===== src/rtl/alarm_pkg.sv =====
// Shared definitions for the alarm-clock keypad path: key codes, scanner states
// and the row/column to digit keymap.
package alarm_pkg;

  typedef logic [3:0] key_code_t;

  localparam key_code_t NOKEY = 4'd10;

  typedef enum logic [1:0] {SCAN, DEB_PRESS, PRESSED, DEB_REL} kp_state_t;

  // Keypad layout 1 2 3 / 4 5 6 / 7 8 9 / * 0 #; '*' and '#' are not keys.
  function automatic key_code_t keymap(input logic [1:0] row, input logic [1:0] col);
    key_code_t code;
    code = NOKEY;
    if (row == 2'd3) begin
      if (col == 2'd1) code = 4'd0;
    end else if (col != 2'd3) begin
      code = {2'b00, row} * 4'd3 + {2'b00, col} + 4'd1;
    end
    return code;
  endfunction

endpackage


===== src/rtl/kp_col_sync.sv =====
// Two-flop synchroniser bringing the asynchronous keypad columns into the clock domain.
module kp_col_sync (
  input  logic       clock,
  input  logic       reset,
  input  logic [2:0] d,
  output logic [2:0] q
);

  logic [2:0] meta;

  // NOTE: sequential state uses non-blocking assignments so both flops sample
  // the pre-edge values and the chain really is two stages deep.
  always_ff @(posedge clock or posedge reset) begin
    if (reset) begin
      meta <= '0;
      q    <= '0;
    end else begin
      meta <= d;
      q    <= meta;
    end
  end

endmodule


===== src/rtl/alarm_keypad_scanner.sv =====
// 4x3 keypad scanner: rotates a one-hot row drive, debounces a single digit press
// and presents one stable key code per press to the alarm-clock FSM.
module alarm_keypad_scanner
  import alarm_pkg::*;
#(
  parameter int SCAN_DWELL      = 4,
  parameter int DEBOUNCE_CYCLES = 4
) (
  input  logic      clock,
  input  logic      reset,
  input  logic [2:0] col_in,
  output logic [3:0] row_out,
  output key_code_t  key,
  output logic       key_press
);

  localparam int CNT_MAX = (SCAN_DWELL > DEBOUNCE_CYCLES) ? SCAN_DWELL : DEBOUNCE_CYCLES;
  localparam int CNT_W   = $clog2(CNT_MAX);
  localparam logic [CNT_W-1:0] DWELL_LAST = CNT_W'(SCAN_DWELL - 1);
  localparam logic [CNT_W-1:0] DEB_LAST   = CNT_W'(DEBOUNCE_CYCLES - 1);

  logic [2:0]       col_s;
  kp_state_t        state, state_next;
  logic [CNT_W-1:0] cnt, cnt_next, cnt_inc;
  logic [3:0]       row_next, row_rot;
  logic [1:0]       row_idx, col_idx, cap_col, cap_next;
  key_code_t        key_next;
  logic             press_next;
  logic             col_onehot;
  logic [2:0]       cap_mask;

  kp_col_sync u_sync (
    .clock (clock),
    .reset (reset),
    .d     (col_in),
    .q     (col_s)
  );

  always_ff @(posedge clock or posedge reset) begin
    if (reset) begin
      state     <= SCAN;
      cnt       <= '0;
      row_out   <= 4'b0001;
      cap_col   <= 2'd0;
      key       <= NOKEY;
      key_press <= 1'b0;
    end else begin
      state     <= state_next;
      cnt       <= cnt_next;
      row_out   <= row_next;
      cap_col   <= cap_next;
      key       <= key_next;
      key_press <= press_next;
    end
  end

  always_comb begin
    case (row_out)
      4'b0010: row_idx = 2'd1;
      4'b0100: row_idx = 2'd2;
      4'b1000: row_idx = 2'd3;
      default: row_idx = 2'd0;
    endcase
    col_idx    = col_s[2] ? 2'd2 : (col_s[1] ? 2'd1 : 2'd0);
    col_onehot = (col_s == 3'b001) || (col_s == 3'b010) || (col_s == 3'b100);
    cap_mask   = 3'b001 << cap_col;
    cnt_inc    = (&cnt) ? cnt : cnt + CNT_W'(1);
    row_rot    = {row_out[2:0], row_out[3]};
  end

  always_comb begin
    // NOTE: every output of this block gets a default first, so no path can
    // leave a value unassigned and infer a latch.
    state_next = state;
    cnt_next   = cnt;
    row_next   = row_out;
    cap_next   = cap_col;
    key_next   = key;
    press_next = 1'b0;

    case (state)
      SCAN: begin
        if (cnt == DWELL_LAST) begin
          cnt_next = '0;
          if (col_onehot && keymap(row_idx, col_idx) != NOKEY) begin
            cap_next   = col_idx;
            state_next = DEB_PRESS;
          end else begin
            row_next = row_rot;
          end
        end else begin
          cnt_next = cnt_inc;
        end
      end

      // The capture sample counts as the first of the DEBOUNCE_CYCLES samples.
      DEB_PRESS: begin
        if (col_s == cap_mask) begin
          cnt_next = cnt_inc;
          if (cnt_inc == DEB_LAST) begin
            cnt_next   = '0;
            state_next = PRESSED;
            key_next   = keymap(row_idx, cap_col);
            press_next = 1'b1;
          end
        end else begin
          cnt_next   = '0;
          state_next = SCAN;
          row_next   = row_rot;
        end
      end

      PRESSED: begin
        if (!col_s[cap_col]) begin
          cnt_next   = '0;
          state_next = DEB_REL;
        end
      end

      DEB_REL: begin
        if (!col_s[cap_col]) begin
          cnt_next = cnt_inc;
          if (cnt_inc == DEB_LAST) begin
            cnt_next   = '0;
            state_next = SCAN;
            key_next   = NOKEY;
            row_next   = row_rot;
          end
        end else begin
          cnt_next   = '0;
          state_next = PRESSED;
        end
      end

      default: begin
        state_next = SCAN;
        cnt_next   = '0;
        row_next   = 4'b0001;
      end
    endcase
  end

endmodule

===== config.mk =====
export PLATFORM = sky130hd
export DESIGN_NAME = alarm_keypad_scanner
export DESIGN_NICKNAME = d
export VERILOG_FILES = /design/src/rtl/alarm_pkg.sv /design/src/rtl/kp_col_sync.sv /design/src/rtl/alarm_keypad_scanner.sv
export SDC_FILE = /design/constraint.sdc
export NUM_CORES = 1
export LEC_CHECK = 0
export ABC_CLOCK_PERIOD_IN_PS = 3080
export BUFFER_PORTS_ARGS = -buffer_cell sky130_fd_sc_hd__buf_2
export CAP_MARGIN = 40
export CORE_MARGIN = 2
export CORE_UTILIZATION = 25
export DETAILED_ROUTE_END_ITERATION = 8
export HOLD_SLACK_MARGIN = 0.12
export PLACE_DENSITY = 0.52
export SLEW_MARGIN = 20
export SYNTH_ARGS = -nofsm -noshare
export SYNTH_HDL_FRONTEND = slang
export SYNTH_SLANG_ARGS = --single-unit

===== constraint.sdc =====
create_clock -name clock -period 3.08 [get_ports clock]
set_clock_uncertainty 0.05 [all_clocks]
set_input_delay 0.616 -clock clock [delete_from_list [all_inputs] [get_ports clock]]
set_output_delay 0.616 -clock clock [all_outputs]
set_load 0.005 [all_outputs]

==> metrics.md <==
| Metric | Value |
|---|---|
| EDFF count, synth | 0 |
| Synthesized flop and latch total | 21 |
| RSZ-0062 raised after global routing | false |
| Worst setup margin | 0.131 ns |
| First-pass GRT wire length | 4710 microns |
| Critical path's top delay family | simple AND/OR/NAND/NOR gates |
| Site Rows | 27 |
| DR WL/cell | 12.2 microns |
| DIE AREA | 0.00624 sq mm |
| Remaining DRCs | 0 |
| Max stage delay on crit path | 0.44 ns |
| Sink Count | 21 |
| Startpoint Class | register |
| Synth unique cells | 44 |
| Power Density | 665 mW/mm^2 |
| Crit path cell chain | xnor2_1, or3_4, ha_4, inv_1, ha_1, nor2b_1, or3_1, a41o_1, a32oi_4, mux2_1 |
| Clock-pin slew on the worst setup and hold paths | 0.08 ns |
| Max_cap viols | 0 |
| Post-DP HPWL | 2070 microns |
| Max_slew headroom | 0.647 |
| Final Setup Violations | 0 |
| Initial core utilization | 0.257 |
| DRT Wirelength | 2710 microns |
| Bufs and invs on worst path | 1 |
| Status | completed |
| Cts hold-fix bufs | 0 |
| Num CTS Buffers | 3 |
| Share of the synthesized area in the top cell type | 0.320 |
| Post-CTS setup buffers | 0 |
| Worst EP arrival | 3.05 ns |
| Tot GR Track Use | 0.0948 |
| PortBufs | 13 |
| CTS Buffer Depth | 2 |
| Sequential area share after synthesis | 0.376 |
| Drt via density | 4.51 |
| TNS Setup | 0 ns |
| Final hold vios | 0 |
| Crit. End Element | register |
| Grt ovf | 0 |
| Number of antenna diodes | 0 |
| Synth async-reset ratio | 1.00 |
| Die width | 79 microns |
| Worst-Skew Late Latency | 0.26 ns |
| Layout cells sized above 1 | 0.242 |
| Drt pass-1 iters | 4 |
| CTS H-tree lvls | 1 |
| Chip Height | 79 microns |
| Nets | 169 |
| Crit Path Class | register to register |
| Mapped Cells | 133 |
| Core area | 0.00547 sq mm |
| Top_reg_cell synth | dfrtp_1 |
| Leak | 0.734 nW |
| Yosys top cell by area | dfrtp_1 |
| Vias in the first global route | 987 |
| Initial DRC count | 36 |
| Root buf cell | clkbuf_8 |
| Post-Syn Area | 0.00141 sq mm |
| Syn_area_per_cell | 10.6 sq um |
| Fin crit share | 0.957 |
| Area grow syn2layout | 17.1% |
| DP Worst Slack | 0.0227 ns |
| Top cells by area, synth | dfrtp_1 32%, ha_1 11%, dfstp_2 5.6%, mux2_1 4.8%, fa_1 2.8% |
| Post-CTS resize count | 0 |
| Worst Path Max Fanout | 5 |
| Worst-margin pin slew | 0.529 ns |
| Req. time, crit path | 3.18 ns |
| RD Place Congestion | 0.781 |
| I/O pin cnt | 14 |
| Min-Delay Path Class | input port to async pin |
| CTS tree | done |
| Synthesized Nets | 152 |
| R2R setup slack | 0.13 ns |
| Slowest-stage cell, CP | dfrtp_1 |
| Vias | 996 |
| Worst hold slack | 0.273 ns |
| Peak supply drop | 0.000404 V |
| Max frequency | 339 MHz |
| Post-route ant nets | 0 |
| Final Slew Violations | 0 |
| Final Critical Period | 2.95 ns |
| Synth warnings | 0 |
| Initial antenna violation count | 0 |
| Largest net degree at the start of global routing | 22 |
## metrics by stage
stage	total power, W	instance area, sq um	instances	util
floorplan	0.000796	1410	133	-
global placement	0.000915	1560	216	0.285
detailed placement	0.000914	1560	216	0.285
CTS	0.00111	1610	220	0.294
global route	0.00120	1650	221	0.301
finish	0.00109	1650	221	0.301
## logic make-up after synthesis
| family | after synthesis | synth area share |
|---|---|---|
| AO/OA/AOI/OAI | 28 | 0.158 |
| XOR/XNOR | 5 | 0.0311 |
| adder cells (fa/ha/maj) | 14 | 0.135 |
| buffers and inverters | 16 | 0.0507 |
| flip-flops | 21 | 0.376 |
| multiplexers | 10 | 0.0765 |
| AND/OR/NAND/NOR | 39 | 0.172 |
## final timing paths
| check | startpoint | to | cells after the start |
|---|---|---|---|
| worst max-delay path | row_out[3] | row_out[2] | 10 |
| worst min-delay path | reset | u_sync.meta[1] | 2 |
| worst max register to register | row_out[3] | row_out[2] | 10 |
| worst min register to register | u_sync.meta[0] | u_sync.q[0] | 0 |
| max in group asynchronous | reset | cap_col[1] | 3 |
| min in group clock | u_sync.meta[0] | u_sync.q[0] | 0 |
## report_power, final
part	internal, W	switching [W]	total (W)
logic	0.000212	0.000253	0.000465
registers	0.000348	0.0000994	0.000447
clock network	0.0000913	0.0000914	0.000183
total	0.000651	0.000444	0.00109
## flip-flops by register name, summed over array words and instances, names as in the netlist
| signal | flops |
|---|---|
| key | 4 |
| row_out | 4 |
| u_sync.meta | 3 |
| u_sync.q | 3 |
| cap_col | 2 |
| cnt | 2 |
| state | 2 |
| key_press | 1 |
## final cells by class
type                    count  area [sq um]
clock buffers               3          41.3
clock inverters             1          7.51
fillers                   579          3830
inverters                  10          37.5
multi-input cells          96           833
flip-flops and latches     21           531
well taps                  72          90.1
repair buffers             18           106
## cell usage in the layout, fill, tap and decap left out, drive strengths merged, types with 3 or more instances in the layout
master / n
dfrtp: 18
buf: 18
ha: 12
o21ai: 12
inv: 10
nor2: 8
nand2: 6
mux2: 6
nor2b: 4
mux2i: 4
xnor2: 3
a21oi: 3
clkbuf: 3
dfstp: 3
nor3b: 3
## synthesized netlist by cell type (3+ instances only)
cell type and count:
buf_2 3, dfstp_2 3, inv_1 9, nor2b_1 4, dfrtp_1 18, o21ai_0 6
o21ai_1 6, mux2i_1 4, nor3b_1 3, nand2_1 6, nor2_1 8, xnor2_1 3
mux2_1 6, a21oi_1 3, ha_1 12
## metal layers
metal	global-route usage	up-vias	share of wire
met5	0	-	0
met4	0.0155	0	0.0048
met3	0.0239	2	0.028
met1	0.129	472	0.51
li1	-	504	-
met2	0.155	18	0.45
## worst reg2reg max path: cells and delay by family (launching register included)
family,cells,cell delay (ns)
and+or+nand+nor,3,0.78
buffers and inverters,1,0.05
muxes,1,0.35
adders and majority gates,2,0.54
DFF,1,0.44
xor gates and xnor gates,1,0.14
AOI/OAI and AO/OA,2,0.50
(Power assumes the default switching activity.)
